**src/rtl/fp_div_pkg.sv**
```systemverilog
// Shared constants, FSM state type and helpers for the sequential single-precision divider.
// Imported by the divider top level and by its mantissa datapath.
package fp_div_pkg;

    localparam int unsigned EXP_BIAS   = 127;
    localparam int unsigned MANT_W     = 23;
    localparam int unsigned QUOT_W     = 25;
    localparam int unsigned EXP_W      = 8;
    localparam int unsigned EXP_CALC_W = 10;

    typedef enum logic [1:0] {
        IDLE,
        DIVIDE,
        NORM
    } fsm_state_t;

    // True when the operand has zero magnitude; the sign bit is ignored.
    function automatic logic is_zero_mag(input logic [31:0] x);
        return (x[30:0] == 31'h0);
    endfunction

endpackage

```
**src/rtl/fp_div_mant_core.sv**
```systemverilog
// Radix-2 restoring mantissa divider: 25-bit remainder/quotient pair, one quotient bit per step.
// The quotient is weighted so that q[24] is 2^0, with the bits below it holding the fraction.
module fp_div_mant_core
    import fp_div_pkg::*;
(
    input  logic              i_clk,
    input  logic              i_rst_n,
    input  logic              i_load,
    input  logic              i_step,
    input  logic [MANT_W:0]   i_dividend,
    input  logic [MANT_W:0]   i_divisor,
    output logic [QUOT_W-1:0] o_q
);

    logic [QUOT_W-1:0] r_rem;
    logic [MANT_W:0]   r_div;
    logic [QUOT_W-1:0] r_q;

    logic              w_ge;
    logic [QUOT_W-1:0] w_diff;

    assign w_ge   = (r_rem >= {1'b0, r_div});
    assign w_diff = r_rem - {1'b0, r_div};

    // The remainder always stays below twice the divisor, so the shift never drops a set bit.
    always_ff @(posedge i_clk or negedge i_rst_n) begin
        if (!i_rst_n) begin
            r_rem <= '0;
            r_div <= '0;
            r_q   <= '0;
        end else if (i_load) begin
            r_rem <= {1'b0, i_dividend};
            r_div <= i_divisor;
            r_q   <= '0;
        end else if (i_step) begin
            if (w_ge) begin
                r_rem <= {w_diff[QUOT_W-2:0], 1'b0};
            end else begin
                r_rem <= {r_rem[QUOT_W-2:0], 1'b0};
            end
            r_q <= {r_q[QUOT_W-2:0], w_ge};
        end
    end

    assign o_q = r_q;

endmodule

```
**src/rtl/fp_div_seq.sv**
```systemverilog
// Iterative IEEE-754 single-precision divider (truncating, normalized operands only).
// Start/done handshake; 26-cycle latency for the normal path, 1 cycle for zero operands.
module fp_div_seq
    import fp_div_pkg::*;
(
    input  logic        clk,
    input  logic        rst_n,
    input  logic        start,
    input  logic [31:0] a,
    input  logic [31:0] b,
    output logic [31:0] result,
    output logic        busy,
    output logic        done,
    output logic        div_by_zero
);

    localparam logic [4:0] LAST_COUNT = 5'(QUOT_W - 1);

    fsm_state_t r_state;
    fsm_state_t w_next_state;

    logic [4:0]        r_count;
    logic              r_sign;
    logic [EXP_W-1:0]  r_ea;
    logic [EXP_W-1:0]  r_eb;
    logic              r_special;
    logic [31:0]       r_spec_val;
    logic              r_dbz_pend;
    logic [31:0]       r_result;
    logic              r_busy;
    logic              r_done;
    logic              r_dbz;

    logic              w_accept;
    logic              w_load;
    logic              w_step;
    logic              w_finish;
    logic              w_a_zero;
    logic              w_b_zero;
    logic              w_sign_in;
    logic [QUOT_W-1:0] w_q;
    logic [EXP_CALC_W-1:0] w_exp_calc;
    logic [MANT_W-1:0] w_mant;
    logic [31:0]       w_norm_val;

    assign w_a_zero  = is_zero_mag(a);
    assign w_b_zero  = is_zero_mag(b);
    assign w_sign_in = a[31] ^ b[31];

    fp_div_mant_core u_mant_core (
        .i_clk      (clk),
        .i_rst_n    (rst_n),
        .i_load     (w_load),
        .i_step     (w_step),
        .i_dividend ({1'b1, a[MANT_W-1:0]}),
        .i_divisor  ({1'b1, b[MANT_W-1:0]}),
        .o_q        (w_q)
    );

    always_ff @(posedge clk or negedge rst_n) begin
        if (!rst_n) begin
            r_state <= IDLE;
        end else begin
            r_state <= w_next_state;
        end
    end

    always_comb begin
        w_next_state = r_state;
        w_accept     = 1'b0;
        w_load       = 1'b0;
        w_step       = 1'b0;
        w_finish     = 1'b0;
        unique case (r_state)
            IDLE: begin
                if (start) begin
                    w_accept = 1'b1;
                    if (w_a_zero || w_b_zero) begin
                        w_next_state = NORM;
                    end else begin
                        w_load       = 1'b1;
                        w_next_state = DIVIDE;
                    end
                end
            end
            DIVIDE: begin
                w_step = 1'b1;
                if (r_count == LAST_COUNT) begin
                    w_next_state = NORM;
                end
            end
            NORM: begin
                w_finish     = 1'b1;
                w_next_state = IDLE;
            end
            default: begin
                w_next_state = IDLE;
            end
        endcase
    end

    // Exponent is computed wide and then truncated; out-of-range values wrap like the multiplier.
    always_comb begin
        w_exp_calc = {2'b00, r_ea} - {2'b00, r_eb}
                   + (w_q[QUOT_W-1] ? EXP_CALC_W'(EXP_BIAS) : EXP_CALC_W'(EXP_BIAS - 1));
        w_mant     = w_q[QUOT_W-1] ? w_q[MANT_W:1] : w_q[MANT_W-1:0];
        w_norm_val = {r_sign, w_exp_calc[EXP_W-1:0], w_mant};
    end

    always_ff @(posedge clk or negedge rst_n) begin
        if (!rst_n) begin
            r_count    <= '0;
            r_sign     <= 1'b0;
            r_ea       <= '0;
            r_eb       <= '0;
            r_special  <= 1'b0;
            r_spec_val <= '0;
            r_dbz_pend <= 1'b0;
            r_result   <= '0;
            r_busy     <= 1'b0;
            r_done     <= 1'b0;
            r_dbz      <= 1'b0;
        end else begin
            r_done <= w_finish;
            if (w_accept) begin
                r_sign     <= w_sign_in;
                r_ea       <= a[30:23];
                r_eb       <= b[30:23];
                r_special  <= w_a_zero | w_b_zero;
                r_spec_val <= w_b_zero ? {w_sign_in, 8'hFF, 23'h0} : {w_sign_in, 31'h0};
                r_dbz_pend <= w_b_zero;
                r_dbz      <= 1'b0;
                r_busy     <= 1'b1;
                r_count    <= '0;
            end
            if (w_step) begin
                r_count <= r_count + 5'd1;
            end
            if (w_finish) begin
                r_result <= r_special ? r_spec_val : w_norm_val;
                r_dbz    <= r_dbz_pend;
                r_busy   <= 1'b0;
            end
        end
    end

    assign result      = r_result;
    assign busy        = r_busy;
    assign done        = r_done;
    assign div_by_zero = r_dbz;

endmodule
```
**config.mk**
```make
export PLATFORM = sky130hd
export DESIGN_NAME = fp_div_seq
export DESIGN_NICKNAME = d
export VERILOG_FILES = /design/src/rtl/fp_div_pkg.sv /design/src/rtl/fp_div_mant_core.sv /design/src/rtl/fp_div_seq.sv
export SDC_FILE = /design/constraint.sdc
export NUM_CORES = 1
export LEC_CHECK = 0
export ABC_AREA = 0
export ABC_CLOCK_PERIOD_IN_PS = 3300
export BUFFER_PORTS_ARGS = -buffer_cell sky130_fd_sc_hd__buf_2
export CAP_MARGIN = 20
export CORE_UTILIZATION = 30
export CTS_CLUSTER_DIAMETER = 40
export DETAILED_ROUTE_END_ITERATION = 12
export PLACE_DENSITY_LB_ADDON = 0.25
export SYNTH_ARGS = -nofsm -noshare
export SYNTH_HDL_FRONTEND = slang
export SYNTH_HIERARCHICAL = 1
export SYNTH_SLANG_ARGS = --single-unit
```
**constraint.sdc**
```tcl
create_clock -name clk -period 3.3 [get_ports clk]
set_input_delay 0.495 -clock clk [delete_from_list [all_inputs] [get_ports clk]]
set_output_delay 0.495 -clock clk [all_outputs]
set_load 0.005 [all_outputs]
```
==> impl_metrics.toml, run 1 <==
[global_routing]
grt_pass1_wl_um = 33400
grt_use_met3 = 0.0322
grt_max_degree = 71
met1_usage = 0.212
grt-busiest-layer = "met2"
track_usage = 0.159
grt_antenna_before_repair = 0
grt_overflow = 0
grt_pass1_vias = 6388
met2_usage = 0.260

[floorplanning]
core_area_um2 = 25400
dieHeight_um = 163
io_pins = 102
rows = 58
fp.dieW_um = 163
die_area_um2 = 26700
start_util = 0.308

[synth]
yosysSeqAreaShare = 0.432
yosys.area_share.simple = 0.167
ys_ff_latch = 135
synth_xor_area_frac = 0.0213
synthMuxAreaShare = 0.0682
async_reset_ff_frac = 1.00
ys_types = 74
synthAdderAreaFrac = 0.0691
syn_area_per_cell_um2 = 9.19
netlist_instances = 851
synth_top_family_by_area = "compound AO/OA/AOI/OAI gates"
synth-main-ff-cell = "dfrtp_1"
synth_compound_area_frac = 0.192
syn_area_um2 = 7820
yosys_warnings = 6
synth_edf_count = 0

[placement]
hpwl_um = 14900
gp_congestion = 0.828
numPortBuffers = 101

[worst_setup_path]
ff2ff_path_depth = 9
required_ns = 3.62
critPathCaptureType = "register"
cp.arrival_ns = 3.26
cp-start-kind = "register"
worst-path-max-fanout = 24
crit_type = "reg2reg"

[drt]
drt-initial-drc-count = 420
wl_per_cell_um = 15.5
first_pass_iters = 4
drt_drc_violations_left = 0
num_vias = 6395
wl_um = 20200
vias_per_cell = 4.92
final_antenna_net_count = 0

[power_and_ir_drop]
power_leakage_nw = 4.43
ir_drop_mv = 0.396
total_power_mw = 11.4
pwr_density_cell_nw_per_um2 = 1220

[timing]
maxSlewViolCount = 0
slew_headroom = 0.562
hold_viol = 0
tightest_slew_ns = 0.658
clock.fmax_mhz = 340
clock_skew_ns = 0.00920
tns_ns = 0
period_share = 0.891
setup_viol = 0
min_period_ns = 2.94
grt_setup_unrepaired = "false"

[cells_and_area]
regArea_um2 = 3380
layout_common_cells = "135 x dfrtp_1, 124 x nand2_1, 100 x buf_2, 74 x nor2_1, 64 x o21ai_0"
nets = 1065
multi_input_area_um2 = 4060
diodes = 0
layout_commonest_cell = "dfrtp_1"
nFillCells = 2659
drive_gt1_frac = 0.190
areaGrowthSynthToFinish_pct = 19.2

[cts]
clock-root-buffer = "clkbuf_16"
htreeDepth = 4
worstSkewPairLatency_ns = 0.43
cts_tree = "yes"
clk_pin_slew_ns = 0.06
clock-sinks = 135
cts_buffer_depth = 2
cts_setup_buffers = 0
numCtsBuffers = 17

[worst_hold_path]
hp-class = "in2async"

[job]
drv_cap = 0

[outcome]
status = "complete, no violations"
## worst max-delay path, cell delays in order, from the launching register on
cell      delay, ns
dfrtp_1        0.40
ha_1           0.40
and4_2         0.34
nand4_1        0.12
nor4_2         0.26
or2_1          0.20
a2111o_1       0.23
nand2_4        0.22
or3_1          0.41
a311oi_1       0.25
## registers in the layout, indices dropped and copies added (netlist names), 2 cells and up
| register | count |
|---|---|
| r_spec_val | 2 |
| u_mant_core/r_div | 24 |
| r_state | 2 |
| r_eb | 8 |
| r_count | 5 |
| result | 32 |
| u_mant_core/o_q | 25 |
| r_ea | 8 |
| u_mant_core/r_rem | 25 |
## Yosys cell counts (all sizes together) (11+ instances only)
| library cell | number | area share |
|---|---|---|
| inv | 56 | 0.027 |
| ha | 40 | 0.064 |
| mux2i | 51 | 0.065 |
| buf | 16 | 0.012 |
| nand2 | 126 | 0.061 |
| dfrtp | 135 | 0.43 |
| nor2 | 74 | 0.036 |
| o31ai | 15 | 0.018 |
| xnor2 | 11 | 0.012 |
| clkbuf | 22 | 0.011 |
| a21oi | 37 | 0.024 |
| o21ai | 91 | 0.059 |
| nor4 | 15 | 0.013 |
| nand2b | 12 | 0.0099 |
## path summary, 6_finish.rpt
| check | startpoint | slack, ns | end |
|---|---|---|---|
| setup / recovery | u_mant_core/r_rem[14] | 0.36 | u_mant_core/r_rem[24] |
| hold / removal | rst_n | 0.06 | done |
| setup reg to reg | u_mant_core/r_rem[14] | 0.36 | u_mant_core/r_rem[24] |
| hold reg to reg | r_spec_val[31] | 0.47 | result[31] |
| max in group asynchronous | rst_n | 2.42 | result[4] |
| min in group clk | b[26] | 0.28 | r_eb[3] |
## power breakdown
part           internal [mW]  switching (mW)  total [mW]
logic                   2.87            3.78        6.65
registers               2.39           0.458        2.85
clock network           1.08           0.798        1.88
total                   6.34            5.03        11.4
## logic make-up after synthesis
group,count (synthesis)
other,1
AO/OA/AOI/OAI,225
AND/OR/NAND/NOR,282
multiplexers,53
buffers and inverters,94
XOR/XNOR,19
adder cells (fa/ha/maj),42
flip-flops,135
## stage by stage
| stage | cells | instance area, um^2 | hold WS, ns | worst slack (ns) | utilization |
|---|---|---|---|---|---|
| 2_1_floorplan | 852 | 7820 | 0.199 | 0.664 | - |
| 3_3_place_gp | 1267 | 8730 | 0.452 | 0.289 | 0.344 |
| 3_5_place_dp | 1267 | 8730 | 0.454 | 0.226 | 0.344 |
| 4_1_cts | 1299 | 9310 | 0.0901 | 0.167 | 0.367 |
| 5_1_grt | 1299 | 9320 | 0.121 | 0.124 | 0.367 |
| 6_report | 1299 | 9320 | 0.0646 | 0.360 | 0.367 |
## routing by layer
metal / routed length [um] / part of all wire
met1: 9490 / 0.47
met4: 181 / 0.0090
met5: 0 / 0
met2: 9750 / 0.48
met3: 743 / 0.037
## timing repair
item                                    CTS  global route
hold buffers                              0             0
endpoints found under the setup margin    0             1
resized for setup                         0             1
## final cells by class
type                    count  area share
flip-flops and latches    135       0.363
inverters                  56      0.0227
multi-input cells         623       0.436
repair buffers            123      0.0727
clock buffers              19      0.0475
well taps                 330      0.0443
clock inverters            13      0.0145
(Power assumes the default switching activity.)
==> run 2: changes to the inputs <==
--- a/config.mk
+++ b/config.mk
@@ -7,7 +7,7 @@
 export LEC_CHECK = 0
 export ABC_AREA = 0
 export ABC_CLOCK_PERIOD_IN_PS = 3300
-export BUFFER_PORTS_ARGS = -buffer_cell sky130_fd_sc_hd__buf_2
+export BUFFER_PORTS_ARGS = -buffer_cell sky130_fd_sc_hd__buf_4
 export CAP_MARGIN = 20
 export CORE_UTILIZATION = 30
 export CTS_CLUSTER_DIAMETER = 40
@@ -15,5 +15,4 @@
 export PLACE_DENSITY_LB_ADDON = 0.25
 export SYNTH_ARGS = -nofsm -noshare
 export SYNTH_HDL_FRONTEND = slang
-export SYNTH_HIERARCHICAL = 1
 export SYNTH_SLANG_ARGS = --single-unit
==> run 2 against run 1 <==
Compared with the run above: combinational power is 9.6% lower; wire length is 5.6% lower; sequential share of layout area increased by 0.29 points; sequential power rose by 3%; clock power increased by 9%; utilization up 1.1 points; clock-buffer cell count did not move; clock skew increased by 0.0048 ns; die area down 3.7%; via count is 8.3% lower; cell count decreased by 5.9%; critical path type unchanged; critical endpoint is now u_mant_core.r_rem[17]; largest power group unchanged; highest routed layer unchanged.
==> impl_metrics.toml, run 2 <==
[worst_setup_path]
r2r_setup_slack_ns = 0.41
cp_top_family = "compound AO/OA/AOI/OAI gates"
required_ns = 3.60
r2r_start = "u_mant_core.r_rem[0]"
cp.depth = 12
path_cells = "inv_1 > ha_1 > inv_1 > fa_1 > a21o_1 > nand4_1 > a2111oi_2 > o31ai_1 > nor2b_1 > o21bai_1 > xor2_1 > a221o_1"
cp-startpoint = "u_mant_core.r_rem[0]"
timing.rr.end = "u_mant_core.r_rem[17]"
crit_type = "reg2reg"
ff2ff_path_depth = 12
slowest_delay_ns = 0.42
worst-path-max-fanout = 3
cp.arrival_ns = 3.19
crit_end = "u_mant_core.r_rem[17]"
path_common_cell = "inv_1"
critPathCaptureType = "register"
cp.buffers_inverters = 2
crit_slowest_cell = "o31ai_1"
cp-start-kind = "register"

[placement]
dp_slack_ns = 0.171
numPortBuffers = 101
gp_congestion = 0.794
hpwl_um = 13900
postPlaceCellArea_um2 = 8620

[job]
drv_cap = 0

[cts]
cts_setup_buffers = 0
cts_buffer_depth = 2
clock-root-buffer = "clkbuf_16"
clock-sinks = 135
cts_tree = "yes"
ctsResizeCount = 0
htreeDepth = 4
worstSkewPairLatency_ns = 0.42
clk_pin_slew_ns = 0.06
numCtsBuffers = 17
cts_hold_buffers = 0

[power_and_ir_drop]
pwr_density_cell_nw_per_um2 = 1190
power_leakage_nw = 4.22
total_power_mw = 11.0
ir_drop_mv = 0.422

[timing]
hold_slack_ns = 0.124
tns_ns = 0
hold_viol = 0
tightest_slew_ns = 0.842
finalWorstSetupSlack_ns = 0.411
clock_skew_ns = 0.0140
slew_headroom = 0.434
grt_setup_unrepaired = "false"
min_period_ns = 2.89
maxSlewViolCount = 0
setup_viol = 0
period_share = 0.876
clock.fmax_mhz = 346

[worst_hold_path]
hp-class = "in2async"

[synth]
yosys_warnings = 0
synth_edf_count = 0
async_reset_ff_frac = 1.00
syn_area_um2 = 7520
netlist_instances = 795
synth_top_cell_area_share = 0.449
yosysMostFrequentCell = "dfrtp_1"
synth_nets = 904
synth-main-ff-cell = "dfrtp_1"
syn_area_per_cell_um2 = 9.47
synthTopCellsByCount = "135 x dfrtp_1, 125 x nand2_1, 98 x o21ai_0"
yosysSeqAreaShare = 0.449
ys_ff_latch = 135
yosys.area.top_type = "dfrtp_1"
ys_types = 56
ys_top_cells_by_area = "dfrtp_1 45%, ha_1 6.7%, o21ai_0 6.5%, nand2_1 6.2%, mux2i_1 5.1%"

[drt]
wl_per_cell_um = 15.6
wl_um = 19000
num_vias = 5863
drt_drc_violations_left = 0
vias_per_cell = 4.80
final_antenna_net_count = 0
first_pass_iters = 4
drt-initial-drc-count = 316

[floorplanning]
io_pins = 102
die_area_um2 = 25700
rows = 57
fp.dieW_um = 160
core_area_um2 = 24500
start_util = 0.308
dieHeight_um = 160

[global_routing]
track_usage = 0.155
grt_max_degree = 77
grt_overflow = 0
grt_antenna_before_repair = 0
grt_pass1_wl_um = 31500
grt_pass1_vias = 5893

[cells_and_area]
areaGrowthSynthToFinish_pct = 22.8
final_area_um2 = 9240
nFillCells = 2489
nets = 994
layout_commonest_cell = "dfrtp_1"
layout_common_cells = "135 x dfrtp_1, 125 x nand2_1, 116 x buf_4, 98 x o21ai_0, 56 x inv_1"
diodes = 0
largest_register_ffs = 32
drive_gt1_frac = 0.197

[outcome]
status = "complete, no violations"
[run 2: worst min path at each step]
stage | startpoint | to | slack, ns | cells past startpoint
after floorplan | rst_n | busy | 0.20 | 0
after global placement | u_mant_core.r_div[23] | u_mant_core.r_div[23] | 0.46 | 2
after detailed placement | u_mant_core.r_div[23] | u_mant_core.r_div[23] | 0.46 | 2
after CTS | rst_n | result[26] | 0.15 | 1
after global routing | rst_n | result[26] | 0.18 | 1
final | rst_n | result[26] | 0.12 | 1
[run 2: cells by family (layout without fill, tap and decap cells)]
kind of cell	count (synthesis)	after routing	share of synthesized area
multiplexers	50	50	0.0690
buffers and inverters	104	207	0.0570
flip-flops	135	135	0.449
AO/OA/AOI/OAI	226	226	0.196
adder cells (fa/ha/maj)	42	42	0.0718
XOR/XNOR	29	29	0.0338
AND/OR/NAND/NOR	209	209	0.124
[run 2: worst register-to-register path, stage by stage, from the launching register on]
cell and delay [ns]:
dfrtp_1 0.35, inv_1 0.08, ha_1 0.18, inv_1 0.06
fa_1 0.39, a21o_1 0.21, nand4_1 0.14, a2111oi_2 0.10
o31ai_1 0.42, nor2b_1 0.26, o21bai_1 0.12, xor2_1 0.15
a221o_1 0.33
[run 2: layout make-up]
cell class	instances	area (um^2)	area share
Inverter	58	218	0.0236
Tap cell	324	405	0.0439
Sequential cell	135	3380	0.366
Multi-Input combinational cell	556	3730	0.404
Clock buffer	19	433	0.0468
Timing Repair Buffer	117	882	0.0954
Clock inverter	13	194	0.0210
[run 2: power by group]
| part | internal (mW) | switching (mW) |
|---|---|---|
| Clock | 1.28 | 0.769 |
| Sequential | 2.43 | 0.504 |
| Combinational | 2.77 | 3.24 |
[run 2: per-layer routing]
metal | wire length [um] | part of all wire | global-route usage | vias to the layer above
li1 | - | - | - | 2967
met1 | 9010 | 0.47 | 0.205 | 2795
met2 | 9230 | 0.49 | 0.257 | 81
met3 | 513 | 0.027 | 0.0269 | 20
met4 | 272 | 0.014 | 0.0494 | 0
met5 | 0 | 0 | 0 | -
[run 2: through the flow]
stage | cells | utilization
final | 1222 | 0.378
after global routing | 1222 | 0.378
after CTS | 1222 | 0.378
after detailed placement | 1190 | 0.352
after global placement | 1190 | 0.352
after floorplan | 795 | -
